[config.mk]
export PLATFORM = sky130hd
export DESIGN_NAME = csr_row_sequencer
export DESIGN_NICKNAME = d
export VERILOG_FILES = /design/src/rtl/csr_pkg.sv /design/src/rtl/csr_lat_wait.sv /design/src/rtl/csr_row_sequencer.sv
export SDC_FILE = /design/constraint.sdc
export NUM_CORES = 1
export LEC_CHECK = 0
export CORE_ASPECT_RATIO = 0.6
export CORE_MARGIN = 2
export CORE_UTILIZATION = 35
export CTS_CLUSTER_DIAMETER = 60
export DETAILED_ROUTE_END_ITERATION = 7
export GPL_ROUTABILITY_DRIVEN = 0
export PLACE_DENSITY = 0.55
export SYNTH_ARGS = -nofsm -noshare
export SYNTH_HDL_FRONTEND = slang
export SYNTH_HIERARCHICAL = 1
export SYNTH_SLANG_ARGS = --single-unit
[constraint.sdc]
create_clock -name clk -period 4.1 [get_ports clk]
set_clock_uncertainty 0.05 [all_clocks]
set_input_delay 0.82 -clock clk [delete_from_list [all_inputs] [get_ports clk]]
set_output_delay 0.82 -clock clk [all_outputs]
set_load 0.01 [all_outputs]
[src/rtl/csr_pkg.sv]
// ---------------------------------------------------------------------------
// csr_pkg
// Shared definitions for the CSR row sequencer slice.
//   - default geometry: NROWS, ROW_AW, NNZ_AW, RAM_LAT
//   - sequencer state encoding (3-bit constants, kept as plain localparams
//     so older blocks that compare raw state codes keep working)
//   - extract_ptr(): pulls the nonzero pointer out of a row-pointer word
// ---------------------------------------------------------------------------
package csr_pkg;

  localparam int CSR_NROWS   = 560;
  localparam int CSR_ROW_AW  = 10;
  localparam int CSR_NNZ_AW  = 14;
  localparam int CSR_RAM_LAT = 1;

  typedef logic [2:0] state_t;

  localparam state_t ST_IDLE      = 3'd0;
  localparam state_t ST_RD_BASE   = 3'd1;
  localparam state_t ST_WAIT_BASE = 3'd2;
  localparam state_t ST_RD_END    = 3'd3;
  localparam state_t ST_WAIT_END  = 3'd4;
  localparam state_t ST_ISSUE     = 3'd5;
  localparam state_t ST_DONE      = 3'd6;

  // Row-pointer words are 32 bits wide but only the low `aw` bits address
  // the value/column RAMs; everything above is masked away.
  function automatic logic [31:0] extract_ptr(input logic [31:0] data,
                                               input int unsigned aw);
    logic [31:0] mask;
    mask = (aw >= 32) ? 32'hFFFF_FFFF : ((32'd1 << aw) - 32'd1);
    return data & mask;
  endfunction

endpackage

[src/rtl/csr_lat_wait.sv]
// ---------------------------------------------------------------------------
// csr_lat_wait
// Down-counter that marks the cycle in which row-pointer RAM read data
// becomes valid. Loading it in the cycle the address is first presented
// makes `fire` rise exactly LAT cycles later, for one cycle.
//
// Ports:
//   clk   in  clock
//   rst   in  synchronous, active-low reset
//   load  in  address presented this cycle; (re)start the count
//   fire  out read data valid this cycle
// ---------------------------------------------------------------------------
module csr_lat_wait #(
  parameter int LAT = 1
) (
  input  logic clk,
  input  logic rst,
  input  logic load,
  output logic fire
);

  localparam int CW = $clog2(LAT + 1);

  logic [CW-1:0] cnt;

  // Counts LAT, LAT-1, ..., 1, then parks at zero until the next load.
  always_ff @(posedge clk) begin
    if (!rst) begin
      cnt <= '0;
    end else if (load) begin
      cnt <= CW'(LAT);
    end else if (cnt != '0) begin
      cnt <= cnt - CW'(1);
    end
  end

  assign fire = (cnt == CW'(1));

endmodule

[src/rtl/csr_row_sequencer.sv]
// ---------------------------------------------------------------------------
// csr_row_sequencer
// Control front-end for the CSR sparse-matrix x dense-vector MAC datapath.
// Walks the row-pointer RAM, then issues one nonzero index per accepted
// cycle, tagged with its row and first/last-of-row flags. Rows without
// nonzeros produce a one-cycle empty_row pulse instead of any issue.
//
// Ports:
//   clk, rst          clock; synchronous active-low reset
//   start             one-cycle pulse, begins a pass when idle
//   busy / done       pass in progress / one-cycle end-of-pass pulse
//   err               sticky: a row pointer decreased during the pass
//   row_addr/row_data row-pointer RAM read port (data RAM_LAT cycles later)
//   nz_addr/nz_valid  issued nonzero address, valid/ready handshake
//   nz_ready
//   nz_first/nz_last  issued nonzero is first/last of its row
//   nz_row            row of the current nonzero or empty-row event
//   empty_row         row nz_row has no nonzeros
// ---------------------------------------------------------------------------
module csr_row_sequencer
  import csr_pkg::*;
#(
  parameter int NROWS   = CSR_NROWS,
  parameter int ROW_AW  = CSR_ROW_AW,
  parameter int NNZ_AW  = CSR_NNZ_AW,
  parameter int RAM_LAT = CSR_RAM_LAT
) (
  input  logic              clk,
  input  logic              rst,
  input  logic              start,
  output logic              busy,
  output logic              done,
  output logic              err,
  output logic [ROW_AW-1:0] row_addr,
  input  logic [31:0]       row_data,
  output logic [NNZ_AW-1:0] nz_addr,
  output logic              nz_valid,
  input  logic              nz_ready,
  output logic              nz_first,
  output logic              nz_last,
  output logic [ROW_AW-1:0] nz_row,
  output logic              empty_row
);

  state_t            state;
  logic [ROW_AW-1:0] r;
  logic [ROW_AW-1:0] row_addr_q;
  logic [ROW_AW-1:0] nz_row_q;
  logic [NNZ_AW-1:0] base;
  logic [NNZ_AW-1:0] end_ptr;
  logic [NNZ_AW-1:0] ptr;
  logic              empty_q;
  logic              err_q;

  logic              lat_load;
  logic              lat_fire;

  logic [31:0]       ptr_word;
  logic [NNZ_AW-1:0] ptr_in;
  logic              unused_ptr_hi;

  logic              is_last;
  logic              last_row;
  logic              end_capture;
  logic              row_empty;
  logic              advance;

  assign ptr_word      = extract_ptr(row_data, NNZ_AW);
  assign ptr_in        = ptr_word[NNZ_AW-1:0];
  assign unused_ptr_hi = ^ptr_word[31:NNZ_AW];

  // One counter serves both pointer reads: it is restarted whenever a new
  // row-pointer address is presented.
  assign lat_load = (state == ST_RD_BASE) || (state == ST_RD_END);

  csr_lat_wait #(
    .LAT (RAM_LAT)
  ) u_lat_wait (
    .clk  (clk),
    .rst  (rst),
    .load (lat_load),
    .fire (lat_fire)
  );

  assign is_last     = (ptr == end_ptr - NNZ_AW'(1));
  assign last_row    = (r == ROW_AW'(NROWS - 1));
  assign end_capture = (state == ST_WAIT_END) && lat_fire;

  // A decreasing pointer is folded into the empty-row path so the pass
  // still walks every row; it only raises err on the way.
  assign row_empty = end_capture && (ptr_in <= base);

  // Leaving a row: either it was empty, or its last nonzero was accepted.
  assign advance = row_empty ||
                   ((state == ST_ISSUE) && nz_ready && is_last);

  always_ff @(posedge clk) begin
    if (!rst) begin
      state      <= ST_IDLE;
      r          <= '0;
      row_addr_q <= '0;
      nz_row_q   <= '0;
      base       <= '0;
      end_ptr    <= '0;
      ptr        <= '0;
      empty_q    <= 1'b0;
      err_q      <= 1'b0;
    end else begin
      empty_q <= 1'b0;

      case (state)
        ST_IDLE: begin
          if (start) begin
            err_q      <= 1'b0;
            r          <= '0;
            row_addr_q <= '0;
            state      <= ST_RD_BASE;
          end
        end

        ST_RD_BASE: begin
          state <= ST_WAIT_BASE;
        end

        ST_WAIT_BASE: begin
          if (lat_fire) begin
            base       <= ptr_in;
            row_addr_q <= r + ROW_AW'(1);
            state      <= ST_RD_END;
          end
        end

        ST_RD_END: begin
          state <= ST_WAIT_END;
        end

        ST_WAIT_END: begin
          if (lat_fire) begin
            end_ptr  <= ptr_in;
            nz_row_q <= r;
            if (ptr_in <= base) begin
              empty_q <= 1'b1;
              if (ptr_in < base) begin
                err_q <= 1'b1;
              end
            end else begin
              ptr   <= base;
              state <= ST_ISSUE;
            end
          end
        end

        ST_ISSUE: begin
          if (nz_ready) begin
            ptr <= ptr + NNZ_AW'(1);
          end
        end

        ST_DONE: begin
          state <= ST_IDLE;
        end

        default: begin
          state <= ST_IDLE;
        end
      endcase

      // The next row's base is this row's end, so only one RAM read per
      // row is needed after the first. In the empty case end_ptr has not
      // been written yet, so the freshly read pointer is used directly.
      if (advance) begin
        base <= (state == ST_ISSUE) ? end_ptr : ptr_in;
        if (last_row) begin
          state <= ST_DONE;
        end else begin
          r          <= r + ROW_AW'(1);
          row_addr_q <= r + ROW_AW'(2);
          state      <= ST_RD_END;
        end
      end
    end
  end

  assign busy      = (state != ST_IDLE) && (state != ST_DONE);
  assign done      = (state == ST_DONE);
  assign err       = err_q;
  assign row_addr  = row_addr_q;
  assign nz_valid  = (state == ST_ISSUE);
  assign nz_addr   = ptr;
  assign nz_first  = nz_valid && (ptr == base);
  assign nz_last   = nz_valid && is_last;
  assign nz_row    = nz_row_q;
  assign empty_row = empty_q;

endmodule

==> flow_metrics.tcl, run 1 <==
set metrics [dict create \
    timing.reg2reg.setup_slack_ns 0.55 \
    critical_path.cell_chain "xor2_1 > nor4_1 > nand4_1 > nor3_1 > clkdlybuf4s50_1" \
    cts.hold.buffers_added 0 \
    core_um2 13600 \
    critical_path.startpoint "nz_addr[2]$_SDFFE_PN0P_" \
    finalSetupTns_ns 0 \
    hold_path_class "register to register" \
    reg2reg_from "end_ptr[0]$_SDFFE_PN0P_" \
    synth_cells 638 \
    number_of_flops_mapped_to_enable_cells_by_yosys 0 \
    timing.setup.critical_path_class "register to primary output" \
    finalWirelength_um 15900 \
    layout.cells.most_common_list "sky130_fd_sc_hd__nand2_1 (85), sky130_fd_sc_hd__dfxtp_1 (77), sky130_fd_sc_hd__a21oi_1 (70)" \
    die_x_um 156 \
    seqCellArea_um2 1560 \
    critPathArrivalTime_ns 2.92 \
    rsz0062_at_grt "false" \
    hold_ws_ns 0.403 \
    final-setup-viol-count 0 \
    worst-slew-pin-transition_ns 1.25 \
    h_tree_level_count 3 \
    setup.worst_path.end "nz_first" \
    finish.instance_area_um2 6040 \
    vias 4998 \
    layout_worst_path_cycle_share_pct 92.4 \
    numClockSinks 78 \
    critPathMaxFanout 10 \
    postSynthAreaPerCell_um2 7.64 \
    n_fill_cell 1349 \
    worst_setup_hold_path_clk_slew_ns 0.06 \
    design.die.area_um2 14900 \
    syn2layout_area_growth_pct 23.9 \
    cts_made_buffers 9 \
    maxClockFrequency_mhz 264 \
    most_frequent_standard_cell_in_the_layout_excluding_fill_and_tap_cells "sky130_fd_sc_hd__nand2_1" \
    grt_first_pass_wirelength_um 25100 \
    synth_top_area_share_pct 32.0 \
    post_synth_num_cell_types 63 \
    cp_slowest_cell "sky130_fd_sc_hd__nor4_1" \
    synth_nets 692 \
    dieHeight_um 95.4 \
    post-cts-setup-buffer-count 0 \
    multi_input_comb_area_um2 3000 \
    ant_nets 0 \
    clk-insertion-delay-late_ns 0.34 \
    design.portCount 77 \
    number_of_antenna_diodes 0 \
    total_power_per_unit_cell_area_nw_per_um2 293 \
    drc 0 \
    root_buffer "sky130_fd_sc_hd__clkbuf_16" \
    period_minus_slack_ns 3.79 \
    report.final.slew_viol_count 0 \
    finalHoldViolCount 0 \
    crit_required_ns 3.23 \
    power.ir.vdd_worst_uv 187 \
    most_area_hungry_cell_type_in_the_yosys_netlist "sky130_fd_sc_hd__dfxtp_1" \
    first_global_vias 4530 \
    dp.final_hpwl_um 11500 \
    status "completed" \
    synth_area_um2 4870 \
    max_cap_violations 0 \
    synth_ff_type "sky130_fd_sc_hd__dfxtp_1" \
    worst_path_largest_cell_delay_ns 0.79 \
    grt_use_total_pct 21.9 \
    timing.reg2reg.worst_path_depth 11 \
    placed_cell_area_um2 5710 \
    route.detailed.vias_per_inst 5.76 \
    reg2reg_to "row_addr[6]$_SDFF_PN0_" \
    drtPass1Iterations 5 \
    initial_antenna_violation_count 0 \
    core.rowCount 33 \
    design_power_total_uw 1770 \
    io_buffer_count 58 \
    cts_tree "done" \
    synth.top_cells.by_area "sky130_fd_sc_hd__dfxtp_1 (32%), sky130_fd_sc_hd__a21oi_1 (7.3%), sky130_fd_sc_hd__nand2_1 (6.5%), sky130_fd_sc_hd__o21ai_0 (4.9%), sky130_fd_sc_hd__ha_1 (4.6%)" \
    final_core_utilization_pct 44.3 \
    leakagePower_uw 0.00235 \
    postSynth.asyncResetShare_pct 0 \
    yosysWarnings 6 \
    postSynthRegisterBits 78 \
    grt_start_max_net_pins 42 \
    start_kind "register" \
    drt_first_iter_violations 453 \
    globalRoute.totalOverflow 0 \
    layout-drive-gt1-share_pct 9.83 \
    drt-wirelength-per-cell_um 18.3 \
    initial_core_util_pct 35.8 \
    cts-root-to-sink-buffers 2 \
    post_layout_nets 742 \
    ys_seq_area_share_pct 32.0 \
    endpoint_class_of_the_critical_path "primary output" \
    worst_slew_margin_rel_pct 16.4 \
]
per-stage QoR:
step           std cells  setup WS [ns]
2_1_floorplan        638          0.739
3_3_place_gp         852          0.151
3_5_place_dp         852          0.136
4_1_cts              867         0.0183
5_1_grt              867          0.167
6_report             867          0.311
cell usage after synthesis (4+ instances only):
library cell               number
sky130_fd_sc_hd__o21ai_0       48
sky130_fd_sc_hd__nor4_1         8
sky130_fd_sc_hd__clkbuf_1      41
sky130_fd_sc_hd__nor2_1        38
sky130_fd_sc_hd__nor2b_1        5
sky130_fd_sc_hd__xor2_1        21
sky130_fd_sc_hd__nand4_1        6
sky130_fd_sc_hd__dfxtp_1       78
sky130_fd_sc_hd__buf_2          4
sky130_fd_sc_hd__o211ai_1       5
sky130_fd_sc_hd__a21oi_1       71
sky130_fd_sc_hd__xnor2_1       24
sky130_fd_sc_hd__ha_1          18
sky130_fd_sc_hd__and3_1        15
sky130_fd_sc_hd__a211oi_1      12
sky130_fd_sc_hd__o22ai_1        4
sky130_fd_sc_hd__nor3_1        11
sky130_fd_sc_hd__a221oi_1      10
sky130_fd_sc_hd__nand2_1       85
sky130_fd_sc_hd__and2_1         4
sky130_fd_sc_hd__or3_1          4
sky130_fd_sc_hd__mux2i_1       15
sky130_fd_sc_hd__nand3_1       16
sky130_fd_sc_hd__or2_2          4
sky130_fd_sc_hd__inv_1         23
sky130_fd_sc_hd__o211a_1        4
sky130_fd_sc_hd__buf_6          4
per-layer routing:
layer	GRT usage [%]	wire, um	part of all wire (%)
met1	34.1	8040	51
met3	5.59	1610	10
met2	29.8	6090	38
met5	0	0	0
met4	4.28	115	0.73
cells by family after synthesis:
group	share of synthesized area [%]
buffers and inverters	6.88
adders and majority gates	4.62
AOI/OAI and AO/OA	23.7
DFF	32.0
xor gates and xnor gates	8.09
muxes	3.08
and+or+nand+nor	21.6
worst min-delay path by stage:
stage                             startpoint                       end  slack (ns)  depth (start not counted)
detailed placement    nz_row[7]$_SDFFE_PN0P_    nz_row[7]$_SDFFE_PN0P_        0.40                          2
global route          nz_row[9]$_SDFFE_PN0P_    nz_row[9]$_SDFFE_PN0P_        0.43                          2
finish                nz_row[7]$_SDFFE_PN0P_    nz_row[7]$_SDFFE_PN0P_        0.40                          2
CTS                   nz_row[7]$_SDFFE_PN0P_    nz_row[7]$_SDFFE_PN0P_        0.41                          2
global placement      nz_row[7]$_SDFFE_PN0P_    nz_row[7]$_SDFFE_PN0P_        0.40                          2
floorplan           end_ptr[13]$_SDFFE_PN0P_  end_ptr[13]$_SDFFE_PN0P_        0.41                          2
cell type report:
class | count | area share [%]
multi-input combinational | 482 | 49.7
clock inverter | 6 | 1.43
clock buffer | 9 | 3.73
timing repair buffer | 92 | 14.1
sequential | 78 | 25.9
tap | 175 | 3.62
inverter | 25 | 1.55
registers in the layout, summed over array words and instances, names as in the netlist, 3 cells and up:
signal / cells
nz_addr: 14
r: 10
row_addr: 10
base: 14
end_ptr: 14
nz_row: 10
state: 3
timing repair:
item / 4_1_cts / 5_1_grt
endpoints found under the hold margin: 0 / 0
resized for setup: 1 / 4
setup endpoints to repair: 1 / 1
critical path, delay by kind of cell, from the launching register on:
| kind | cells | cell delay (ns) |
|---|---|---|
| xor gates and xnor gates | 1 | 0.12 |
| buffers and inverters | 1 | 0.60 |
| and+or+nand+nor | 3 | 1.30 |
| DFF | 1 | 0.56 |
power breakdown:
group | total (uW) | switching [uW] | internal, uW
Combinational | 139 | 80.4 | 58.4
Sequential | 773 | 9.35 | 764
Clock | 860 | 330 | 530
No activity file was read; power rests on OpenSTA's default activity.
==> run 2, diff against run 1 <==
- CAP_MARGIN: default -> 5
- PLACE_DENSITY: 0.55 -> default
==> run 2 against run 1 <==
Compared with the run above: sequential power hardly changed; clock power is 2.9% lower; die area stayed put; largest power group unchanged.
==> flow_metrics.tcl, run 2 (synthesized netlist as in run 1, its figures left out) <==
set metrics [dict create \
    core_um2 13600 \
    numClockSinks 78 \
    initial_antenna_violation_count 0 \
    drt-wirelength-per-cell_um 18.0 \
    multi_input_comb_area_um2 2990 \
    grt_start_max_net_pins 56 \
    finalWirelength_um 15500 \
    number_of_antenna_diodes 0 \
    grt_first_pass_wirelength_um 24400 \
    seqCellArea_um2 1560 \
    cts_tree "done" \
    n_fill_cell 1350 \
    dp.final_hpwl_um 11300 \
    drc 0 \
    comb_power_share_pct 7.8 \
    dieHeight_um 95.4 \
    timing.setup.critical_path_class "primary input to register" \
    route.detailed.vias_per_inst 5.64 \
    worst_setup_hold_path_clk_slew_ns 0.07 \
    root_buffer "sky130_fd_sc_hd__clkbuf_16" \
    report.final.slew_viol_count 0 \
    drt_first_iter_violations 438 \
    critPathMaxFanout 14 \
    worst_slew_margin_rel_pct 18.6 \
    design.portCount 77 \
    power.share.switching_pct 25.4 \
    core.rowCount 33 \
    globalRoute.totalOverflow 0 \
    finalHoldViolCount 0 \
    layout.cells.most_common_list "sky130_fd_sc_hd__nand2_1 (85), sky130_fd_sc_hd__dfxtp_1 (78), sky130_fd_sc_hd__a21oi_1 (70)" \
    total_switching_power_uw 443 \
    max_cap_violations 0 \
    layout_worst_path_cycle_share_pct 92.8 \
    endpoint_class_of_the_critical_path "register" \
    leakagePower_uw 0.00230 \
    start_kind "primary input" \
    power.ir.vdd_worst_uv 154 \
    critPathArrivalTime_ns 3.97 \
    global_route.usage.met1_pct 33.0 \
    rsz0062_at_grt "false" \
    die_x_um 156 \
    final-setup-viol-count 0 \
    power_report.internal_total_uw 1300 \
    grt_use_met2_pct 29.2 \
    clk-insertion-delay-late_ns 0.34 \
    status "completed" \
    first_global_vias 4470 \
    io_buffer_count 58 \
    design_power_total_uw 1740 \
    most_frequent_standard_cell_in_the_layout_excluding_fill_and_tap_cells "sky130_fd_sc_hd__nand2_1" \
    crit_required_ns 4.26 \
    hold_path_class "register to register" \
    initial_core_util_pct 35.8 \
    pwr-share-seq_pct 44.3 \
    layout-drive-gt1-share_pct 8.87 \
    place.detailed.instances 847 \
    drtPass1Iterations 5 \
    total_power_per_unit_cell_area_nw_per_um2 291 \
    maxClockFrequency_mhz 263 \
    cts.hold.buffers_added 0 \
    post_layout_nets 737 \
    syn2layout_area_growth_pct 23.0 \
    design.die.area_um2 14900 \
    worst-slew-pin-transition_ns 1.22 \
    busiest_layer "met1" \
    ant_nets 0 \
    layout.cells.non_filler 863 \
    cts-root-to-sink-buffers 2 \
    vias 4865 \
    cts_made_buffers 9 \
    gr-usage-met3_pct 5.45 \
    period_minus_slack_ns 3.81 \
    clock_power_share_pct 47.9 \
    grt_use_total_pct 21.2 \
    h_tree_level_count 3 \
]
-- run 2: metrics by stage --
stage                     worst slack [ns]  cell area, um^2  hold WS [ns]  utilization [%]  setup TNS (ns)
final                                0.294             6000         0.417             44.0               0
after global routing                0.0372             6000         0.440             44.0               0
after CTS                            0.294             6000         0.420             44.0               0
after detailed placement           -0.0275             5690         0.407             41.7         -0.0452
after global placement              0.0109             5690         0.399             41.7               0
after floorplan                      0.739             4870         0.409                -               0
-- run 2: area by class of cell --
class                           instances  share of cell area, %
Clock inverter                          7                   1.34
Inverter                               25                   1.57
Clock buffer                            9                   3.76
Sequential cell                        78                   26.0
Timing Repair Buffer                   87                   13.7
Multi-Input combinational cell        482                   49.9
Tap cell                              175                   3.65
-- run 2: critical path, stage by stage --
cell and delay (ns):
sky130_fd_sc_hd__clkdlybuf4s50_1 0.45, sky130_fd_sc_hd__ha_1 0.32, sky130_fd_sc_hd__nand4_1 0.14, sky130_fd_sc_hd__a21oi_1 0.16, sky130_fd_sc_hd__a211oi_1 0.07, sky130_fd_sc_hd__buf_4 0.15, sky130_fd_sc_hd__o2111ai_1 0.38, sky130_fd_sc_hd__nand2_1 0.15
sky130_fd_sc_hd__a21oi_2 0.93, sky130_fd_sc_hd__mux2i_1 0.29, sky130_fd_sc_hd__a21oi_1 0.09
-- run 2: layer usage --
metal	wire length (um)	share of wire [%]	up-vias
met5	0	0	-
met4	82	0.53	0
met3	1290	8.3	9
met2	5990	39	159
met1	8140	53	2338
li1	-	-	2359
-- run 2: what timing repair did --
| action | 4_1_cts | 5_1_grt |
|---|---|---|
| setup endpoints to repair | 1 | 0 |
| gates resized for setup | 2 | 0 |
| buffers inserted | 0 | 0 |
-- run 2: worst paths after layout --
path | start | end | slack [ns] | cells past startpoint
worst max-delay path | row_data[4] | base[11]$_SDFFE_PN0P_ | 0.29 | 11
worst min-delay path | nz_row[6]$_SDFFE_PN0P_ | nz_row[6]$_SDFFE_PN0P_ | 0.42 | 2
worst max register to register | end_ptr[1]$_SDFFE_PN0P_ | row_addr[1]$_SDFF_PN0_ | 0.47 | 11
worst min register to register | nz_row[6]$_SDFFE_PN0P_ | nz_row[6]$_SDFFE_PN0P_ | 0.42 | 2
-- run 2: power groups by stage --
| stage | logic, uW | registers [uW] | clock network [uW] |
|---|---|---|---|
| final | 136 | 773 | 835 |
| after global routing | 150 | 774 | 883 |
| after CTS | 134 | 773 | 852 |
| after detailed placement | 133 | 791 | 0 |
| after global placement | 131 | 790 | 0 |
| after floorplan | 71.5 | 787 | 0 |
